File: src/rtl/sweep_scheduler.sv
// Generation sequencer that hands grid columns to a shared pool of diffusion solvers.
// The block runs an init pass after restart, then one update pass per generation, with run/step/halt control.
module sweep_scheduler #(
  parameter int NUM_COLS    = 8,
  parameter int NUM_SOLVERS = 2,
  parameter int COL_W       = 3,
  parameter int GEN_W       = 16
) (
  input  logic                         clk,
  input  logic                         reset,
  input  logic                         run,
  input  logic                         step,
  input  logic                         restart,
  input  logic [GEN_W-1:0]             max_gen,
  input  logic [NUM_SOLVERS-1:0]       solver_done,
  input  logic [NUM_SOLVERS-1:0]       solver_edge_frozen,
  output logic [NUM_SOLVERS-1:0]       solver_start,
  output logic [NUM_SOLVERS*COL_W-1:0] solver_col,
  output logic                         solver_init,
  output logic [GEN_W-1:0]             gen_count,
  output logic                         gen_done,
  output logic                         busy,
  output logic                         halted,
  output logic                         protocol_err
);

  // One extra pointer bit so the pointer can hold NUM_COLS itself (the "all dispatched" value).
  localparam int PTR_W = COL_W + 1;
  localparam logic [PTR_W-1:0] LAST_PTR = PTR_W'(NUM_COLS);

  typedef enum logic [2:0] {
    S_IDLE,
    S_INIT,
    S_DISPATCH,
    S_DRAIN,
    S_GEN_END,
    S_HALT
  } state_t;

  state_t                   state_reg, state_next;
  logic [PTR_W-1:0]         ptr_reg, ptr_next, ptr_dispatched;
  logic [NUM_SOLVERS-1:0]   busy_reg, busy_next;
  logic [NUM_SOLVERS-1:0]   start_reg, start_next;
  logic [COL_W-1:0]         col_reg  [NUM_SOLVERS];
  logic [COL_W-1:0]         col_next [NUM_SOLVERS];
  logic                     step_latch_reg, step_latch_next;
  logic                     edge_latch_reg, edge_latch_next;
  logic                     err_reg, err_next;
  logic [GEN_W-1:0]         gen_reg, gen_next, gen_inc;
  logic [NUM_SOLVERS-1:0]   valid_done;
  logic                     spurious_done;
  logic                     dispatch_en;

  assign valid_done    = solver_done & busy_reg;
  assign spurious_done = |(solver_done & ~busy_reg);
  assign dispatch_en   = (state_reg == S_INIT) || (state_reg == S_DISPATCH);
  assign gen_inc       = gen_reg + GEN_W'(1);

  // Free solvers claim consecutive columns in ascending solver order within one cycle.
  always_comb begin
    logic [PTR_W-1:0] scan;
    scan       = ptr_reg;
    start_next = '0;
    for (int k = 0; k < NUM_SOLVERS; k++) begin
      col_next[k] = col_reg[k];
      if (dispatch_en && !busy_reg[k] && (scan < LAST_PTR)) begin
        start_next[k] = 1'b1;
        col_next[k]   = scan[COL_W-1:0];
        scan          = scan + PTR_W'(1);
      end
    end
    ptr_dispatched = scan;
  end

  assign busy_next = (busy_reg & ~valid_done) | start_next;

  always_comb begin
    state_next      = state_reg;
    ptr_next        = dispatch_en ? ptr_dispatched : ptr_reg;
    step_latch_next = step_latch_reg;
    edge_latch_next = edge_latch_reg | |(valid_done & solver_edge_frozen);
    err_next        = err_reg | spurious_done;
    gen_next        = gen_reg;
    case (state_reg)
      S_IDLE: begin
        if (restart) begin
          state_next      = S_INIT;
          ptr_next        = '0;
          gen_next        = '0;
          step_latch_next = 1'b0;
          edge_latch_next = 1'b0;
          err_next        = spurious_done | step;
        end else if (run || step_latch_reg) begin
          state_next      = S_DISPATCH;
          ptr_next        = '0;
          edge_latch_next = 1'b0;
        end else if (step) begin
          step_latch_next = 1'b1;
        end
      end
      S_INIT: begin
        if ((ptr_reg == LAST_PTR) && (busy_reg == '0)) state_next = S_IDLE;
      end
      S_DISPATCH: begin
        if (ptr_dispatched == LAST_PTR) state_next = S_DRAIN;
      end
      S_DRAIN: begin
        if (busy_reg == '0) state_next = S_GEN_END;
      end
      S_GEN_END: begin
        gen_next = gen_inc;
        if (edge_latch_reg) begin
          state_next = S_HALT;
        end else if ((max_gen != '0) && (gen_inc == max_gen)) begin
          state_next = S_HALT;
        end else if (run) begin
          state_next      = S_DISPATCH;
          ptr_next        = '0;
          edge_latch_next = 1'b0;
        end else begin
          state_next      = S_IDLE;
          step_latch_next = 1'b0;
        end
      end
      S_HALT: begin
        if (restart) begin
          state_next      = S_INIT;
          ptr_next        = '0;
          gen_next        = '0;
          step_latch_next = 1'b0;
          edge_latch_next = 1'b0;
          err_next        = spurious_done;
        end
      end
      default: state_next = S_IDLE;
    endcase
  end

  always_ff @(posedge clk or negedge reset) begin
    if (!reset) begin
      state_reg      <= S_IDLE;
      ptr_reg        <= '0;
      busy_reg       <= '0;
      start_reg      <= '0;
      step_latch_reg <= 1'b0;
      edge_latch_reg <= 1'b0;
      err_reg        <= 1'b0;
      gen_reg        <= '0;
      for (int k = 0; k < NUM_SOLVERS; k++) col_reg[k] <= '0;
    end else begin
      state_reg      <= state_next;
      ptr_reg        <= ptr_next;
      busy_reg       <= busy_next;
      start_reg      <= start_next;
      step_latch_reg <= step_latch_next;
      edge_latch_reg <= edge_latch_next;
      err_reg        <= err_next;
      gen_reg        <= gen_next;
      for (int k = 0; k < NUM_SOLVERS; k++) col_reg[k] <= col_next[k];
    end
  end

  genvar gi;
  generate
    for (gi = 0; gi < NUM_SOLVERS; gi++) begin : g_col_out
      assign solver_col[gi*COL_W +: COL_W] = col_reg[gi];
    end
  endgenerate

  assign solver_start = start_reg;
  assign solver_init  = (state_reg == S_INIT);
  assign gen_count    = gen_reg;
  assign gen_done     = (state_reg == S_GEN_END);
  assign busy         = (state_reg == S_INIT) || (state_reg == S_DISPATCH) || (state_reg == S_DRAIN);
  assign halted       = (state_reg == S_HALT);
  assign protocol_err = err_reg;

endmodule
File: config.mk
export PLATFORM = sky130hd
export DESIGN_NAME = sweep_scheduler
export DESIGN_NICKNAME = d
export VERILOG_FILES = /design/src/rtl/sweep_scheduler.sv
export SDC_FILE = /design/constraint.sdc
export NUM_CORES = 1
export LEC_CHECK = 0
export CELL_PAD_IN_SITES_DETAIL_PLACEMENT = 1
export CELL_PAD_IN_SITES_GLOBAL_PLACEMENT = 1
export CORE_MARGIN = 8
export CORE_UTILIZATION = 39
export DETAILED_ROUTE_END_ITERATION = 8
export PLACE_DENSITY_LB_ADDON = 0.1
export SKIP_LAST_GASP = 1
export SYNTH_ARGS = -nofsm -noshare
export SYNTH_HDL_FRONTEND = slang
export SYNTH_SLANG_ARGS = --single-unit
File: constraint.sdc
create_clock -name clk -period 3.5 [get_ports clk]
set_clock_uncertainty 0.15 [all_clocks]
set_input_delay 0.875 -clock clk [delete_from_list [all_inputs] [get_ports clk]]
set_output_delay 0.875 -clock clk [all_outputs]
set_load 0.01 [all_outputs]
# == After elaboration in Yosys (flattened, before gate mapping) ==
# Cells that the tools add are included.
# op_classes
n_lt_le_gt_ge,2
n_addsub,3
bitwise_logic,10
reduce_logical,22
eq_ne,19
muxes,42
# op_table
op,count
2-to-1 mux 4 bit,9
one-hot mux 16 bit (2 select lines),1
2-to-1 mux 3 bit,8
one-hot mux 3 bit (6 select lines),1
2-to-1 mux 1 bit,17
adder 16 x 1 -> 16 bit (second input constant),1
equality test 16 bit,1
2-to-1 mux 16 bit,1
nonzero test 16 bit,1
one-hot mux 4 bit (3 select lines),1
inequality test 2 bit (second input constant),5
inequality test 3 bit (second input constant),3
adder 4 x 1 -> 4 bit (second input constant),2
AND 2 bit,4
equality test 4 bit (second input constant),2
< comparator 4 bit (second input constant),2
AND reduction 7 bit,1
equality test 3 x 2 -> 1 bit (second input constant),2
equality test 3 bit (second input constant),2
logical AND 1 bit,6
inequality test 2 x 1 -> 1 bit (second input constant),3
one-hot mux 1 bit (3 select lines),2
OR reduction 2 bit,3
AND reduction 5 bit,1
13 further kinds,19
# word_totals
ff_bits,36
word_cells,108
out_inout_bits,29
in_bits,25

# == Logic depth before layout (Yosys ltp) ==
# Gate-level depths: netlist (run 1).
# depth
word_depth,13
ltp_mapped,11
mapped_depth_nobuf,11

# == Worst setup path after synthesis (run 1) ==
# OpenSTA, ideal clock, no wires.
# synth_path
path_kind,register -> register
startpoint,"register gen_reg[0], in the netlist gen_count[0]"
endpoint,register state_reg[1]
path_buffers,1
setup_time_ns,0.120
arrival_time_ns,2.407
required_time_ns,3.230
synth_period_minus_slack_ns,2.677
slack_ns,0.823
path_stages_with_launch,10
path_cell_list,dfrtp_1 > ha_1 > buf_2 > nand4_4 > nor4_2 > mux2i_1 > nand4b_1 > nor4_4 > nor2_2 > a31o_1
# synth_between
elab_chain_len,6
# synth_lines
element,line_no,rtl
"start, declared",49,"logic [GEN_W-1:0] gen_reg, gen_next, gen_inc;"
"start signal, assigned",158,gen_reg <= gen_next;
adder 16 x 1 -> 16 bit,57,assign gen_inc = gen_reg + GEN_W'(1);
equality test 16 bit,114,end else if ((max_gen != '0) && (gen_inc == max_gen)) begin
logical AND 1 bit,114,
2-to-1 mux 3 bit,114,
2-to-1 mux 3 bit,112,if (edge_latch_reg) begin
one-hot mux 3 bit (6 select lines),84,case (state_reg)
"end signal, assigned",151,state_reg <= state_next;
"end, declared",40,"state_t state_reg, state_next;"
# No other way between the ends.
# A chain may end at the register's enable or synchronous reset.

# == Worst setup path after layout (run 1) ==
# layout_path
startpoint,input port max_gen[5]
endpoint,register state_reg[1]
# layout_between
elab_chain_len,5
word_cells_on_any_way,6
cone_classes,1 x eq/ne; 3 x mux; 2 x reduce/logical
# layout_lines
element,line_no,rtl
"start, declared",14,"input logic [GEN_W-1:0] max_gen,"
equality test 16 bit / nonzero test 16 bit (equally long branches),114,
logical AND 1 bit *,114,
2-to-1 mux 3 bit *,114,
2-to-1 mux 3 bit *,112,
one-hot mux 3 bit (6 select lines) *,84,
# Every way passes the cells marked *; elsewhere a longest branch is shown, timed or not.

==> report_table.html, run 1 <==
<table>
<tr><th>Metric</th><th>Value</th></tr>
<tr><th colspan="2">Status</th></tr>
<tr><td>Result of the run</td><td>completed</td></tr>
<tr><th colspan="2">Critical path</th></tr>
<tr><td>Buf/Inv on CP</td><td>1</td></tr>
<tr><td>CP max FO</td><td>6</td></tr>
<tr><td>CP Cell Sequence</td><td>clkdlybuf4s50_1 &gt; or3b_1 &gt; nor4_1 &gt; a2111o_1 &gt; o22ai_2 &gt; nor4_4 &gt; nor2_2 &gt; a31o_1</td></tr>
<tr><td>Worst Path Arrival</td><td>3.03 ns</td></tr>
<tr><td>Startpoint kind of the worst setup timing path</td><td>input port</td></tr>
<tr><td>Beginning of the worst register-to-register path</td><td>state_reg[1]</td></tr>
<tr><td>Endpoint of the lowest-slack register-to-register path</td><td>state_reg[1]</td></tr>
<tr><td>Kind of capture point of the worst setup path</td><td>flop</td></tr>
<tr><td>Slack of the worst reg-to-reg path</td><td>0.55 ns</td></tr>
<tr><td>R2r worst-path depth</td><td>11</td></tr>
<tr><td>Data required time at the worst endpoint</td><td>about 3.5 ns</td></tr>
<tr><td>Critical path's top delay family</td><td>simple AND/OR/NAND/NOR gates</td></tr>
<tr><td>Critical Setup Path Class</td><td>in2reg</td></tr>
<tr><td>Worst path slowest cell</td><td>clkdlybuf4s50_1</td></tr>
<tr><td>Slowest cell delay on critical path</td><td>roughly 0.5 ns</td></tr>
<tr><th colspan="2">Clocking</th></tr>
<tr><td>Number of buffers added by the clock tree synthesis step</td><td>5</td></tr>
<tr><td># Post-CTS Setup Buffers</td><td>0</td></tr>
<tr><td>Clk root buf</td><td>clkbuf_8</td></tr>
<tr><td>Quantity of hold-fixing buffers added after cts</td><td>0</td></tr>
<tr><td>Max Root-Sink Buffers</td><td>2</td></tr>
<tr><td>H-tree depth reported by CTS</td><td>2</td></tr>
<tr><td>Latest clock arrival within the worst-skew pair</td><td>approximately 0.3 ns</td></tr>
<tr><td>Total of cells resized after clock tree synthesis</td><td>0</td></tr>
<tr><td>Clock sinks</td><td>36</td></tr>
<tr><td>TritonCTS clock tree</td><td>done</td></tr>
<tr><td>Clock transition at the register clock pins on the worst setup and hold paths after CTS</td><td>about 0.080 ns</td></tr>
<tr><th colspan="2">Synthesis</th></tr>
<tr><td>Yosys warning count</td><td>0</td></tr>
<tr><td>Top cell type by total area after synthesis</td><td>dfrtp_1</td></tr>
<tr><td>Proportion of synthesized chip area in sequential cells</td><td>between 30% and 40%</td></tr>
<tr><td>Synth Register Bits</td><td>36</td></tr>
<tr><td>Netlist Area Pre-Place</td><td>about 0.0028 mm2</td></tr>
<tr><td>Synth async-reset ratio</td><td>100%</td></tr>
<tr><td>Most frequently used cell type in the post-synthesis netlist</td><td>dfrtp_1</td></tr>
<tr><td>Area share of the largest cell type after synthesis</td><td>32.3%</td></tr>
<tr><td>Post-Synthesis Mean Instance Area</td><td>8.72 um2</td></tr>
<tr><td>Synthesized net count</td><td>roughly 350</td></tr>
<tr><td>Ranking of synthesized cells by instance count</td><td>36 x dfrtp_1, 35 x nand2_1, 30 x o21ai_0</td></tr>
<tr><td>Number of enable flip-flop cells after synthesis</td><td>0</td></tr>
<tr><td>Count of distinct cell types in the synthesized netlist</td><td>72</td></tr>
<tr><td>Cell count after synthesis</td><td>320</td></tr>
<tr><td>Synth area leaders</td><td>dfrtp_1 32%, o21ai_0 5.4%, nand2_1 4.7%</td></tr>
<tr><td>Top FF cell, synth</td><td>dfrtp_1</td></tr>
<tr><th colspan="2">Global route</th></tr>
<tr><td>Largest net degree at the start of global routing</td><td>37</td></tr>
<tr><td>Met2 capacity usage during global routing</td><td>between 30% and 40%</td></tr>
<tr><td>Met1 global-route usage</td><td>approximately a fifth</td></tr>
<tr><td>GRT Residual Overflow</td><td>0</td></tr>
<tr><td>Wire length of the first global-routing pass</td><td>around 14000 um</td></tr>
<tr><td>Grt peak-use layer</td><td>met2</td></tr>
<tr><td>Grt met3 use</td><td>2.69%</td></tr>
<tr><td>Via count of the first global-routing pass</td><td>about 2800</td></tr>
<tr><td>Tot GR Track Use</td><td>16.8%</td></tr>
<tr><td>Antenna violations before repair</td><td>0</td></tr>
<tr><th colspan="2">Timing</th></tr>
<tr><td>Total of endpoints with negative setup slack in the final report</td><td>0</td></tr>
<tr><td>Post-Route Setup TNS</td><td>0 ns</td></tr>
<tr><td>Max Fclk</td><td>approximately 0.33 GHz</td></tr>
<tr><td>Slew at the pin closest to its max-slew limit</td><td>approximately 0.83 ns</td></tr>
<tr><td>Minimum hold slack</td><td>around 0.34 ns</td></tr>
<tr><td>Post-layout min period</td><td>2.99 ns</td></tr>
<tr><td>Slew Viols, Final</td><td>0</td></tr>
<tr><td>Max-Slew Margin vs Limit</td><td>approximately 45%</td></tr>
<tr><td>Count of final hold-check violations</td><td>0</td></tr>
<tr><td>Part of the cycle the worst path needs</td><td>85.4%</td></tr>
<tr><td>RSZ-0062 raised after global routing</td><td>no</td></tr>
<tr><th colspan="2">Layout</th></tr>
<tr><td>Total Nets Final</td><td>398</td></tr>
<tr><td>Share of final-layout standard cells stronger than drive strength 1</td><td>about an eighth</td></tr>
<tr><td>Number of cells in the finished layout apart from fillers</td><td>between 400 and 500</td></tr>
<tr><td>Cell area after layout</td><td>around 0.0035 mm2</td></tr>
<tr><td>Final antenna diode count</td><td>0</td></tr>
<tr><td>P&amp;R area growth vs syn</td><td>25.3%</td></tr>
<tr><td>Flip-flop count of the largest register, all copies and words added</td><td>16</td></tr>
<tr><th colspan="2">Drt</th></tr>
<tr><td>Post-Route WL</td><td>around 8000 um</td></tr>
<tr><td>Detailed-route DRC error count</td><td>0</td></tr>
<tr><td>Starting DRC count in detailed routing</td><td>64</td></tr>
<tr><td>Via count of the routed design</td><td>~2600</td></tr>
<tr><td>Residual antenna-violating net count after detailed routing</td><td>0</td></tr>
<tr><td>WL/cell</td><td>roughly 17 um</td></tr>
<tr><td>Drt pass-1 iters</td><td>4</td></tr>
<tr><td>Ratio of routed vias to standard cells</td><td>between 5 and 6</td></tr>
<tr><th colspan="2">Floorplan</th></tr>
<tr><td>Count of boundary I/O pins</td><td>54</td></tr>
<tr><td>Die Width</td><td>around 100 um</td></tr>
<tr><td>Vertical die dimension</td><td>between 100 and 150 um</td></tr>
<tr><td>Area of the core region</td><td>0.00710 mm2</td></tr>
<tr><td>Number of placement rows</td><td>31</td></tr>
<tr><td>Starting density of the core</td><td>39.3%</td></tr>
<tr><td>Area of the die</td><td>approximately 0.01 mm2</td></tr>
<tr><th colspan="2">Hold path</th></tr>
<tr><td>Hold Startpoint</td><td>solver_col[1]</td></tr>
<tr><td>Number of stages on the worst hold path</td><td>2</td></tr>
<tr><td>Worst min-delay path endpoint</td><td>solver_col[1]</td></tr>
<tr><td>Type of the tightest min-delay check</td><td>reg2reg</td></tr>
<tr><th colspan="2">Placement</th></tr>
<tr><td>GPL Wtd Cong</td><td>0.869</td></tr>
<tr><td>Number of buffers added on ports</td><td>53</td></tr>
<tr><td>Post-DP HPWL</td><td>6220 um</td></tr>
<tr><td>Placed cell areas</td><td>0.00338 mm2</td></tr>
<tr><td>Cell count after placement</td><td>461</td></tr>
<tr><th colspan="2">Pwr</th></tr>
<tr><td>Overall power of the completed layout</td><td>between 0.002 and 0.003 W</td></tr>
<tr><td>Largest vdd supply drop</td><td>roughly 330 uV</td></tr>
<tr><td>Power Dens Cells</td><td>between 700 and 800 mW/mm2</td></tr>
<tr><td>P_leak</td><td>about 1.4 nW</td></tr>
<tr><th colspan="2">Run</th></tr>
<tr><td>Number of max-capacitance violations reported</td><td>0</td></tr>
</table>
metrics by stage:
stage	utilization, %	setup slack [ns]
2_1_floorplan	-	0.823
6_report	49.2	0.510
3_3_place_gp	47.7	0.270
3_5_place_dp	47.7	0.193
4_1_cts	49.2	0.504
5_1_grt	49.2	0.275
layout by cell type, fill, tap and decap left out, drive strengths merged, types with 5 or more instances in the layout:
cell,count
nand4,13
nor3,10
inv,15
a21oi,8
nor2,27
nor4,13
xnor2,12
buf,9
nand3,15
dfrtp,36
xor2,12
o21ai,32
clkbuf,5
clkdlybuf4s50,52
nand2,36
worst max-delay path by stage:
stage,cells past startpoint,slack (ns),start,to
after floorplan,9,0.82,gen_count[0],state_reg[1]
after global placement,8,0.27,max_gen[5],state_reg[1]
after detailed placement,8,0.19,max_gen[5],state_reg[1]
after CTS,11,0.50,state_reg[1],state_reg[1]
after global routing,11,0.27,state_reg[1],state_reg[1]
final,8,0.51,max_gen[5],state_reg[1]
area by class of cell:
| cell class | instances | area, um2 |
|---|---|---|
| fill | 848 | 3600 |
| multi-input combinational | 249 | 1710 |
| sequential | 36 | 901 |
| timing repair buffer | 61 | 586 |
| tap | 99 | 124 |
| clock buffer | 5 | 68.8 |
| inverter | 16 | 60.1 |
| clock inverter | 3 | 42.5 |
kinds of logic (layout without fill, tap and decap cells):
family	Yosys count	in the layout	synth area share (%)
multiplexers	5	5	1.88
buffers and inverters	35	85	6.28
AND/OR/NAND/NOR	141	141	31.6
adder cells (fa/ha/maj)	5	5	2.15
XOR/XNOR	24	24	7.54
flip-flops	36	36	32.3
AO/OA/AOI/OAI	74	74	18.3
worst min-delay path, stage by stage, from the launching register on:
cell,delay [ns]
dfrtp_1,0.35
nand2_1,0.05
o21ai_0,0.06
routing by layer:
| metal | vias up | part of all wire, % |
|---|---|---|
| met1 | 1268 | 43 |
| li1 | 1266 | - |
| met5 | - | 0 |
| met4 | 0 | 0.91 |
| met3 | 6 | 3.9 |
| met2 | 41 | 52 |
power breakdown:
part / switching (W) / internal [W] / total (W)
sequential: 0.000292 / 0.000581 / 0.000873
combinational: 0.000638 / 0.000640 / 0.00128
clock: 0.000172 / 0.000211 / 0.000383
Power figures use the tool's default switching activity.
==> run 2: changes to the inputs <==
--- a/config.mk
+++ b/config.mk
@@ -5,10 +5,11 @@
 export SDC_FILE = /design/constraint.sdc
 export NUM_CORES = 1
 export LEC_CHECK = 0
+export ABC_AREA = 1
 export CELL_PAD_IN_SITES_DETAIL_PLACEMENT = 1
 export CELL_PAD_IN_SITES_GLOBAL_PLACEMENT = 1
 export CORE_MARGIN = 8
-export CORE_UTILIZATION = 39
+export CORE_UTILIZATION = 36
 export DETAILED_ROUTE_END_ITERATION = 8
 export PLACE_DENSITY_LB_ADDON = 0.1
 export SKIP_LAST_GASP = 1
==> run 2 against run 1 <==
Cell count increased by 17%. Power is 18% lower. Design area decreased by 5.5%. Count of clock-buffer cells in the layout did not move. Sequential cell count stayed put. Wire length increased by 3.2%. Via count is 7.3% higher. Synthesized area decreased by 7.9%. Largest power group unchanged. Sequential share of layout area is 1.5 points higher. Worst setup slack better by 0.052 ns. Non-clock buffer count fell by 6.
==> report_table.html, run 2 <==
<table>
<tr><th>Metric</th><th>Value</th></tr>
<tr><th colspan="2">Status</th></tr>
<tr><td>Result of the run</td><td>completed (unchanged)</td></tr>
<tr><th colspan="2">Floorplan</th></tr>
<tr><td>Area of the die</td><td>0.0101 mm2 (about the same)</td></tr>
<tr><td>Starting density of the core</td><td>36.2% (was 39.3%)</td></tr>
<tr><td>Vertical die dimension</td><td>100 um (was 101 um)</td></tr>
<tr><td>Count of boundary I/O pins</td><td>54 (unchanged)</td></tr>
<tr><td>Die Width</td><td>100 um (was 101 um)</td></tr>
<tr><td>Number of placement rows</td><td>31 (unchanged)</td></tr>
<tr><td>Area of the core region</td><td>0.00710 mm2 (unchanged)</td></tr>
<tr><th colspan="2">Global route</th></tr>
<tr><td>Grt met3 use</td><td>3.11% (was 2.69%)</td></tr>
<tr><td>Met1 global-route usage</td><td>21.1% (was 19.7%)</td></tr>
<tr><td>Met2 capacity usage during global routing</td><td>31.1% (was 31.0%)</td></tr>
<tr><td>Via count of the first global-routing pass</td><td>2941 (was 2753)</td></tr>
<tr><td>Antenna violations before repair</td><td>0 (unchanged)</td></tr>
<tr><td>Grt peak-use layer</td><td>met2 (unchanged)</td></tr>
<tr><td>GRT Residual Overflow</td><td>0 (unchanged)</td></tr>
<tr><td>Tot GR Track Use</td><td>17.7% (was 16.8%)</td></tr>
<tr><td>Largest net degree at the start of global routing</td><td>37 (unchanged)</td></tr>
<tr><td>Wire length of the first global-routing pass</td><td>14300 um (was 13700 um)</td></tr>
<tr><th colspan="2">Layout</th></tr>
<tr><td>Total Nets Final</td><td>477 (was 398)</td></tr>
<tr><td>Cell area after layout</td><td>0.00330 mm2 (was 0.00349 mm2)</td></tr>
<tr><td>Fillcell total</td><td>953 (was 848)</td></tr>
<tr><td>Area used by multi-input combinational logic</td><td>0.00144 mm2 (was 0.00171 mm2)</td></tr>
<tr><td>Share of final-layout standard cells stronger than drive strength 1</td><td>7.35% (was 12.4%)</td></tr>
<tr><td>Most frequent cells in the layout</td><td>127 x nand2_1, 53 x inv_1, 52 x clkdlybuf4s50_1 (was 52 x clkdlybuf4s50_1, 36 x dfrtp_1, 35 x nand2_1)</td></tr>
<tr><td>Final antenna diode count</td><td>0 (unchanged)</td></tr>
<tr><td>Flip-flop count of the largest register, all copies and words added</td><td>16 (unchanged)</td></tr>
<tr><td>Number of cells in the finished layout apart from fillers</td><td>548 (was 469)</td></tr>
<tr><td>Commonest non-fill, non-tap cell in the layout</td><td>nand2_1 (was clkdlybuf4s50_1)</td></tr>
<tr><td>P&amp;R area growth vs syn</td><td>28.5% (was 25.3%)</td></tr>
<tr><td>Register area</td><td>901 um2 (unchanged)</td></tr>
<tr><th colspan="2">Synthesis</th></tr>
<tr><td>Post-Synthesis Mean Instance Area</td><td>6.59 um2 (was 8.72 um2)</td></tr>
<tr><td>Most frequently used cell type in the post-synthesis netlist</td><td>nand2_1 (was dfrtp_1)</td></tr>
<tr><td>Proportion of synthesized chip area in sequential cells</td><td>35.1% (was 32.3%)</td></tr>
<tr><td>Cell count after synthesis</td><td>390 (was 320)</td></tr>
<tr><td>Number of enable flip-flop cells after synthesis</td><td>0 (unchanged)</td></tr>
<tr><td>Area share of the largest cell type after synthesis</td><td>35.1% (was 32.3%)</td></tr>
<tr><td>Count of distinct cell types in the synthesized netlist</td><td>33 (was 72)</td></tr>
<tr><td>Netlist Area Pre-Place</td><td>0.00257 mm2 (was 0.00279 mm2)</td></tr>
<tr><td>Synth Register Bits</td><td>36 (unchanged)</td></tr>
<tr><td>Yosys warning count</td><td>0 (unchanged)</td></tr>
<tr><td>Ranking of synthesized cells by instance count</td><td>127 x nand2_1, 53 x inv_1, 50 x nand3_1 (was 36 x dfrtp_1, 35 x nand2_1, 30 x o21ai_0)</td></tr>
<tr><td>Synthesized net count</td><td>419 (was 349)</td></tr>
<tr><td>Synth async-reset ratio</td><td>100% (unchanged)</td></tr>
<tr><td>Synth area leaders</td><td>dfrtp_1 35%, nand2_1 19%, nand3_1 9.7% (was dfrtp_1 32%, o21ai_0 5.4%, nand2_1 4.7%)</td></tr>
<tr><td>Top FF cell, synth</td><td>dfrtp_1 (unchanged)</td></tr>
<tr><td>Top cell type by total area after synthesis</td><td>dfrtp_1 (unchanged)</td></tr>
<tr><th colspan="2">Timing</th></tr>
<tr><td>Post-layout min period</td><td>2.94 ns (was 2.99 ns)</td></tr>
<tr><td>Slew Viols, Final</td><td>0 (unchanged)</td></tr>
<tr><td>RSZ-0062 raised after global routing</td><td>no (unchanged)</td></tr>
<tr><td>Post-Route Setup TNS</td><td>0 ns (unchanged)</td></tr>
<tr><td>Minimum hold slack</td><td>0.332 ns (was 0.335 ns)</td></tr>
<tr><td>Slew at the pin closest to its max-slew limit</td><td>0.878 ns (was 0.828 ns)</td></tr>
<tr><td>Max Fclk</td><td>0.340 GHz (was 0.334 GHz)</td></tr>
<tr><td>Part of the cycle the worst path needs</td><td>83.9% (was 85.4%)</td></tr>
<tr><td>Total of endpoints with negative setup slack in the final report</td><td>0 (unchanged)</td></tr>
<tr><td>Count of final hold-check violations</td><td>0 (unchanged)</td></tr>
<tr><td>Max-Slew Margin vs Limit</td><td>41.4% (was 44.8%)</td></tr>
<tr><th colspan="2">Critical path</th></tr>
<tr><td>Slack of the worst reg-to-reg path</td><td>1.03 ns (was 0.55 ns)</td></tr>
<tr><td>Worst Path Arrival</td><td>1.91 ns (was 3.03 ns)</td></tr>
<tr><td>Data required time at the worst endpoint</td><td>2.47 ns (was 3.54 ns)</td></tr>
<tr><td>Beginning of the worst register-to-register path</td><td>gen_count[1] (was state_reg[1])</td></tr>
<tr><td>Endpoint of the worst setup timing path</td><td>gen_done (was state_reg[1])</td></tr>
<tr><td>Timing startpoint of the critical path</td><td>state_reg[2] (was max_gen[5])</td></tr>
<tr><td>R2r worst-path depth</td><td>13 (was 11)</td></tr>
<tr><td>Endpoint of the lowest-slack register-to-register path</td><td>step_latch_reg (was state_reg[1])</td></tr>
<tr><td>Kind of capture point of the worst setup path</td><td>output pin (was flop)</td></tr>
<tr><td>Startpoint kind of the worst setup timing path</td><td>flop (was input port)</td></tr>
<tr><td>Critical Setup Path Class</td><td>reg2out (was in2reg)</td></tr>
<tr><td>CP max FO</td><td>4 (was 6)</td></tr>
<tr><th colspan="2">Drt</th></tr>
<tr><td>Post-Route WL</td><td>8370 um (was 8110 um)</td></tr>
<tr><td>Via count of the routed design</td><td>2769 (was 2581)</td></tr>
<tr><td>Residual antenna-violating net count after detailed routing</td><td>0 (unchanged)</td></tr>
<tr><td>WL/cell</td><td>15.3 um (was 17.3 um)</td></tr>
<tr><td>Detailed-route DRC error count</td><td>0 (unchanged)</td></tr>
<tr><td>Ratio of routed vias to standard cells</td><td>5.05 (was 5.50)</td></tr>
<tr><td>Starting DRC count in detailed routing</td><td>64 (unchanged)</td></tr>
<tr><td>Drt pass-1 iters</td><td>4 (unchanged)</td></tr>
<tr><th colspan="2">Clocking</th></tr>
<tr><td>H-tree depth reported by CTS</td><td>2 (unchanged)</td></tr>
<tr><td>Quantity of hold-fixing buffers added after cts</td><td>0 (unchanged)</td></tr>
<tr><td>Total of cells resized after clock tree synthesis</td><td>0 (unchanged)</td></tr>
<tr><td>TritonCTS clock tree</td><td>done (unchanged)</td></tr>
<tr><td>Clock sinks</td><td>36 (unchanged)</td></tr>
<tr><td>Max Root-Sink Buffers</td><td>2 (unchanged)</td></tr>
<tr><td>Clock transition at the register clock pins on the worst setup and hold paths after CTS</td><td>0.09 ns (was 0.08 ns)</td></tr>
<tr><td>Clk root buf</td><td>clkbuf_8 (unchanged)</td></tr>
<tr><td>Latest clock arrival within the worst-skew pair</td><td>0.30 ns (about the same)</td></tr>
<tr><td>Number of buffers added by the clock tree synthesis step</td><td>5 (unchanged)</td></tr>
<tr><td># Post-CTS Setup Buffers</td><td>0 (unchanged)</td></tr>
<tr><th colspan="2">Pwr</th></tr>
<tr><td>P_leak</td><td>1.51 nW (was 1.38 nW)</td></tr>
<tr><td>Power Dens Cells</td><td>627 mW/mm2 (was 725 mW/mm2)</td></tr>
<tr><td>Overall power of the completed layout</td><td>0.00207 W (was 0.00253 W)</td></tr>
<tr><td>Largest vdd supply drop</td><td>341 uV (was 325 uV)</td></tr>
<tr><th colspan="2">Placement</th></tr>
<tr><td>Placed cell areas</td><td>0.00321 mm2 (was 0.00338 mm2)</td></tr>
<tr><td>Number of buffers added on ports</td><td>53 (unchanged)</td></tr>
<tr><td>GPL Wtd Cong</td><td>0.830 (was 0.869)</td></tr>
<tr><td>Cell count after placement</td><td>540 (was 461)</td></tr>
<tr><td>Post-DP HPWL</td><td>6600 um (was 6220 um)</td></tr>
<tr><th colspan="2">Run</th></tr>
<tr><td>Number of max-capacitance violations reported</td><td>0 (unchanged)</td></tr>
<tr><th colspan="2">Hold path</th></tr>
<tr><td>Type of the tightest min-delay check</td><td>reg2reg (unchanged)</td></tr>
</table>
## run 2: logic make-up after synthesis
family	Yosys count	share of synthesized area (%)
AO/OA/AOI/OAI	44	10.2
XOR/XNOR	2	0.682
adder cells (fa/ha/maj)	4	1.95
buffers and inverters	60	9.10
flip-flops	36	35.1
AND/OR/NAND/NOR	244	43.0
## run 2: where the power goes
| group | total [W] | switching, W | internal [W] |
|---|---|---|---|
| clock | 0.000319 | 0.000178 | 0.000141 |
| sequential | 0.000618 | 0.0000891 | 0.000528 |
| combinational | 0.00113 | 0.000694 | 0.000439 |
| total | 0.00207 | 0.000961 | 0.00111 |
## run 2: layout make-up
cell class              count  share of cell area, %
clock inverters             3                  0.720
clock buffers               5                   2.08
flip-flops and latches     36                   27.3
multi-input cells         294                   43.4
repair buffers             55                   16.4
well taps                  99                   3.75
inverters                  56                   6.36
## run 2: through the flow
stage          worst slack, ns  util, %
2_1_floorplan             1.32        -
4_1_cts                  0.511     46.5
6_report                 0.562     46.5
3_3_place_gp             0.733     45.2
3_5_place_dp             0.689     45.2
5_1_grt                  0.460     46.5
## run 2: metal layers
layer / up-vias / part of all wire (%)
met5: - / 0
met4: 0 / 1.8
met3: 11 / 4.0
met2: 52 / 50
met1: 1327 / 44
li1: 1379 / -
## run 2: critical path, stage by stage (launching register included)
cell and delay [ns]:
dfrtp_1 0.47, inv_2 0.07, nor2_1 0.15, inv_1 0.09, nor2_1 0.23, clkdlybuf4s50_1 0.60
## run 2: worst min-delay path by stage
stage	slack, ns	cells after the start	to	from
floorplan	0.29	2	step_latch_reg	step_latch_reg
global placement	0.31	2	step_latch_reg	step_latch_reg
detailed placement	0.32	2	solver_col[0]	solver_col[0]
CTS	0.34	2	solver_col[0]	solver_col[0]
finish	0.33	2	solver_col[0]	solver_col[0]
global route	0.36	2	solver_col[0]	solver_col[0]
